[src/rtl/stream_mux_rr.sv]
// N-channel packet stream mux with round-robin or fixed-priority arbitration and packet locking.
// Latency: 1 cycle from input accept to registered output.
// Backpressure: out_valid & !out_ready freezes out_* and drops every in_ready to 0.
module stream_mux_rr #(
  parameter int NUM_CH = 4,
  parameter int DATA_W = 2,
  parameter int MODE   = 0
) (
  input  logic                     clk,
  input  logic                     rst_n,
  input  logic [NUM_CH-1:0]        in_valid,
  input  logic [NUM_CH-1:0]        in_last,
  input  logic [NUM_CH*DATA_W-1:0] in_data,
  output logic [NUM_CH-1:0]        in_ready,
  output logic                     out_valid,
  output logic                     out_last,
  output logic [DATA_W-1:0]        out_data,
  output logic [$clog2(NUM_CH)-1:0] out_sel,
  input  logic                     out_ready
);

  localparam int SEL_W = $clog2(NUM_CH);

  typedef enum logic {IDLE, LOCKED} state_t;

  state_t           state;
  logic [SEL_W-1:0] rr_ptr;
  logic [SEL_W-1:0] grant;

  logic             slot_free;
  logic             any_valid;
  logic [SEL_W-1:0] win;
  logic [SEL_W-1:0] acc_ch;
  logic             accept;
  logic [DATA_W-1:0] acc_data;
  logic             acc_last;
  logic [SEL_W-1:0] next_ptr;

  // The output register can take a new beat when empty or being drained this cycle.
  assign slot_free = !out_valid || out_ready;

  // Winner search: round-robin starts at rr_ptr and wraps, fixed priority starts at 0.
  always_comb begin
    win       = '0;
    any_valid = 1'b0;
    for (int i = 0; i < NUM_CH; i++) begin
      logic [SEL_W-1:0] idx;
      if (MODE == 0) begin
        idx = SEL_W'((int'(rr_ptr) + i) % NUM_CH);
      end else begin
        idx = SEL_W'(i);
      end
      if (!any_valid && in_valid[idx]) begin
        win       = idx;
        any_valid = 1'b1;
      end
    end
  end

  // Accept steering: new winner when idle, only the locked channel otherwise.
  always_comb begin
    in_ready = '0;
    if (rst_n) begin
      if (state == IDLE) begin
        if (slot_free && any_valid) begin
          in_ready[win] = 1'b1;
        end
      end else begin
        in_ready[grant] = slot_free;
      end
    end
  end

  assign acc_ch   = (state == IDLE) ? win : grant;
  assign accept   = |(in_ready & in_valid);
  assign acc_data = in_data[int'(acc_ch)*DATA_W +: DATA_W];
  assign acc_last = in_last[acc_ch];

  // The channel just served drops to lowest priority for the next packet.
  assign next_ptr = (win == SEL_W'(NUM_CH - 1)) ? '0 : win + 1'b1;

  // Packet FSM, round-robin pointer and registered output stage.
  always_ff @(posedge clk) begin
    if (!rst_n) begin
      state     <= IDLE;
      rr_ptr    <= '0;
      grant     <= '0;
      out_valid <= 1'b0;
      out_last  <= 1'b0;
      out_data  <= '0;
      out_sel   <= '0;
    end else begin
      if (accept) begin
        out_valid <= 1'b1;
        out_last  <= acc_last;
        out_data  <= acc_data;
        out_sel   <= acc_ch;
      end else if (out_ready) begin
        out_valid <= 1'b0;
      end

      case (state)
        IDLE: begin
          if (accept) begin
            rr_ptr <= next_ptr;
            if (!acc_last) begin
              state <= LOCKED;
              grant <= win;
            end
          end
        end
        LOCKED: begin
          if (accept && acc_last) begin
            state <= IDLE;
          end
        end
        default: state <= IDLE;
      endcase
    end
  end

endmodule
[config.mk]
export PLATFORM = sky130hd
export DESIGN_NAME = stream_mux_rr
export DESIGN_NICKNAME = d
export VERILOG_FILES = /design/src/rtl/stream_mux_rr.sv
export SDC_FILE = /design/constraint.sdc
export NUM_CORES = 1
export LEC_CHECK = 0
export ABC_AREA = 1
export CELL_PAD_IN_SITES_DETAIL_PLACEMENT = 0
export CELL_PAD_IN_SITES_GLOBAL_PLACEMENT = 2
export CORE_MARGIN = 2
export CORE_UTILIZATION = 26
export CTS_BUF_LIST = sky130_fd_sc_hd__clkbuf_16
export DETAILED_ROUTE_END_ITERATION = 8
export MAX_ROUTING_LAYER = met4
export PLACE_DENSITY = 0.9
export SLEW_MARGIN = 20
export SYNTH_ARGS = -nofsm -noshare
export SYNTH_HDL_FRONTEND = slang
export SYNTH_SLANG_ARGS = --single-unit
[constraint.sdc]
create_clock -name clk -period 2.4 [get_ports clk]
set_input_delay 0.36 -clock clk [delete_from_list [all_inputs] [get_ports clk]]
set_output_delay 0.36 -clock clk [all_outputs]
set_load 0.01 [all_outputs]
==> results.py, run 1 <==
metrics = {
    "final_layout": {
        "layout-drive-gt1-share": 0.498,
        "antennaDiodeCount": 0,
        "fin_util": 0.479,
        "layout.nets": 265,
        "area_growth_syn_to_layout_pct": 79.3,
    },
    "place": {
        "numPortBuffers": 28,
        "post-dp-hpwl_mm": 2.53,
        "place.gp.congestion": 0.804,
    },
    "timing": {
        "hold_viol_final": 0,
        "timing.slew.headroom": 0.811,
        "timing.setup.tns_ps": -326,
        "finalCriticalPeriod_ps": 2480,
        "fin_worst_skew_ps": 4.60,
        "worstMarginPinSlew_ps": 283,
        "grt_setup_unrepaired": "yes",
        "report.final.setup_viol": 7,
        "final_cycle_share": 1.03,
        "max_freq_ghz": 0.404,
        "final.setup.worst_slack_ps": -76.8,
        "timing_max_transition_violations_final": 0,
    },
    "power": {
        "share_clk_of_total_power": 0.111,
        "ir_worst_vdd_uv": 724,
        "swShare": 0.457,
        "combinational_power_share": 0.781,
        "p_per_area_nw_per_um2": 1290,
        "netSwitchingPower_uw": 1210,
        "sequentialPowerShare": 0.108,
        "p_int_uw": 1440,
        "power.static_leakage_uw": 0.000969,
    },
    "floorplan": {
        "die_h_um": 70.4,
        "fp.dieW_um": 70.4,
        "initial_core_util": 0.267,
        "core-area_um2": 4290,
        "io_pins": 29,
        "die_area_um2": 4960,
        "rows": 24,
    },
    "hold_path": {
        "hold_path_class": "reg2reg",
        "min_to": "out_last",
        "worst_hold_startpoint": "out_last",
        "worstHoldPathCells": 2,
    },
    "logic_synthesis": {
        "synth-seq-cells": 11,
        "avgSynthCellArea_um2": 6.67,
        "yosys-top-cells-area": "sky130_fd_sc_hd__dfxtp_1 (19%), sky130_fd_sc_hd__nand2_1 (12%), sky130_fd_sc_hd__nand3_1 (7.9%)",
        "yosysWarningCount": 0,
        "synth.distinct_cells": 24,
        "synth_sequential_area_ratio": 0.192,
        "net_count_after_synthesis": 195,
        "area_of_the_mapped_netlist_um2": 1150,
        "post-synth-top-area-fraction": 0.192,
        "synthCells": 172,
        "synth.largest_area_cell": "sky130_fd_sc_hd__dfxtp_1",
    },
    "routing": {
        "dr_vias": 1338,
        "drc": 0,
        "detail-route-antenna-nets": 0,
        "wl_per_cell_um": 12.1,
        "via_per_inst": 4.57,
        "wirelength_mm": 3.53,
        "drt_pre_antenna_iters": 4,
        "drt_first_iter_violations": 54,
    },
    "clock_tree": {
        "htreeDepth": 1,
        "cts_max_path_buffers": 2,
        "cts_root_buf": "sky130_fd_sc_hd__clkbuf_16",
        "clk_pin_slew_worst_paths_ps": 40,
        "tritoncts": "built",
        "numCtsBuffers": 3,
        "cts_num_sinks": 11,
        "insertion_delay_ps": 240,
    },
    "job": {
        "max-cap-violations": 0,
    },
    "grt": {
        "grt_antenna_before_repair": 0,
        "grt_pass1_vias": 1311,
        "largest_net_degree_at_the_start_of_global_routing": 13,
        "grt.overflow.total": 0,
        "grt_pass1_wl_mm": 5.98,
        "grt_usage": 0.151,
    },
    "critical_path": {
        "worst_setup_path_start_kind": "register",
        "ff2ff_path_depth": 21,
        "slowest_delay_ps": 370,
        "cp_data_required_time_ps": 2040,
        "critPathSlowestCell": "sky130_fd_sc_hd__dfxtp_4",
        "reg2reg_from": "rr_ptr[0]",
        "crit_top_cell": "sky130_fd_sc_hd__nand2_2",
        "r2r-end": "grant[0]",
        "critPathKind": "reg2out",
        "ff2ff_setup_slack_ps": -40,
        "worstPathCellList": "buf_8 -> nand2_4 -> nand3_1 -> nand2_2 -> inv_2 -> nand4_1 -> nand2_2 -> buf_6 -> ha_2 -> nand3_2 -> nand2_2 -> nand2_1 -> nor2_1 -> buf_2",
        "crit_path_end_kind": "primary output",
        "cp_max_fo": 5,
        "worst_ep_arrival_time_ps": 2120,
    },
    "status": {
        "status": "finished, violations left",
        "violations": "negative setup slack",
    },
}
## cell usage after synthesis (all sizes together)
master   n
o211ai   2
nand3   28
o21ai   14
a21oi    8
inv     19
nor2    21
nand2   56
dfxtp   11
nand4    2
buf      3
a31oi    4
ha       4
## worst max path at each step
stage,from,cells past startpoint,end
3_5_place_dp,in_valid[2],16,in_ready[2]
4_1_cts,rr_ptr[0],17,in_ready[3]
2_1_floorplan,rr_ptr[0],19,grant[0]
6_report,rr_ptr[0],14,in_ready[1]
3_3_place_gp,in_valid[2],16,in_ready[3]
5_1_grt,rr_ptr[0],15,in_ready[1]
## worst max-delay path: cells and delay by family, from the launching register on
kind	cells	cell delay, ps
simple gates	9	830
buf+inv	4	510
flops	1	370
fa+ha+maj	1	170
## timing repair
item	CTS	global route
gates resized for setup	61	23
pin swaps	16	8
buffers inserted	7	3
gates cloned	1	0
hold buffers	0	0
setup endpoints to repair	15	15
## layout make-up
cell class                 instances  area, um2
tap                               52       65.1
clock buffer                       3       75.1
multi-input combinational        139       1020
clock inverter                     1       3.75
inverter                          19       83.8
timing repair buffer              68        579
fill                             436       2240
sequential                        11        225
## sequential cells by signal, summed over array words and instances, names as in the netlist, named ones only
register / flops
out_last: 1
out_sel: 2
grant: 2
rr_ptr: 2
out_data: 2
out_valid: 1
## power groups by stage
stage / Sequential (uW) / Clock (uW) / Combinational [uW]
2_1_floorplan: 283 / 0 / 997
3_3_place_gp: 273 / 0 / 1660
3_5_place_dp: 272 / 0 / 1660
4_1_cts: 281 / 307 / 1930
5_1_grt: 293 / 315 / 2260
6_report: 286 / 295 / 2070
## cell families after synthesis
kind of cell,share of synthesized area
buf+inv,0.0818
simple gates,0.549
fa+ha+maj,0.0436
flops,0.192
compound gates,0.134
## routing by layer
metal	vias to the layer above	track usage	part of all wire
li1	707	-	-
met5	-	-	0
met3	2	0.0159	0.025
met2	22	0.260	0.50
met1	607	0.189	0.47
met4	0	0.0385	0.0051
## through the flow
stage | instances | hold slack [ps] | total power [uW] | setup WS (ps) | cell area [um2]
global route | 293 | 528 | 2870 | -213 | 2060
detailed placement | 278 | 502 | 1940 | -752 | 1690
floorplan | 172 | 502 | 1280 | 250 | 1150
global placement | 278 | 508 | 1930 | -722 | 1690
CTS | 290 | 513 | 2510 | -72.6 | 1930
finish | 293 | 511 | 2650 | -76.8 | 2060
## cells in the final DEF, fill, tap and decap left out, types with 3 or more instances in the layout
master,Yosys,final
sky130_fd_sc_hd__nor2_1,17,17
sky130_fd_sc_hd__dlygate4sd2_1,0,3
sky130_fd_sc_hd__buf_4,2,35
sky130_fd_sc_hd__nand2_2,14,17
sky130_fd_sc_hd__dfxtp_1,11,9
sky130_fd_sc_hd__nand2_1,36,24
sky130_fd_sc_hd__clkdlybuf4s50_1,0,20
sky130_fd_sc_hd__nand3_1,18,10
sky130_fd_sc_hd__nand3_2,8,12
sky130_fd_sc_hd__a21oi_1,8,7
sky130_fd_sc_hd__inv_2,3,4
sky130_fd_sc_hd__a31oi_1,4,4
sky130_fd_sc_hd__inv_4,1,3
sky130_fd_sc_hd__o21ai_1,11,9
sky130_fd_sc_hd__buf_6,0,4
sky130_fd_sc_hd__nand2_4,6,15
sky130_fd_sc_hd__clkbuf_16,0,3
sky130_fd_sc_hd__nand3_4,2,6
sky130_fd_sc_hd__buf_2,1,4
sky130_fd_sc_hd__inv_1,15,12
sky130_fd_sc_hd__o21ai_2,1,5
No activity file was read; power rests on OpenSTA's default activity.
==> inputs of run 2 (changes only) <==
- CTS_CLUSTER_DIAMETER: unset -> 120
==> results of run 2 <==
Final layout, timing and power as in run 1 (identical DEF).
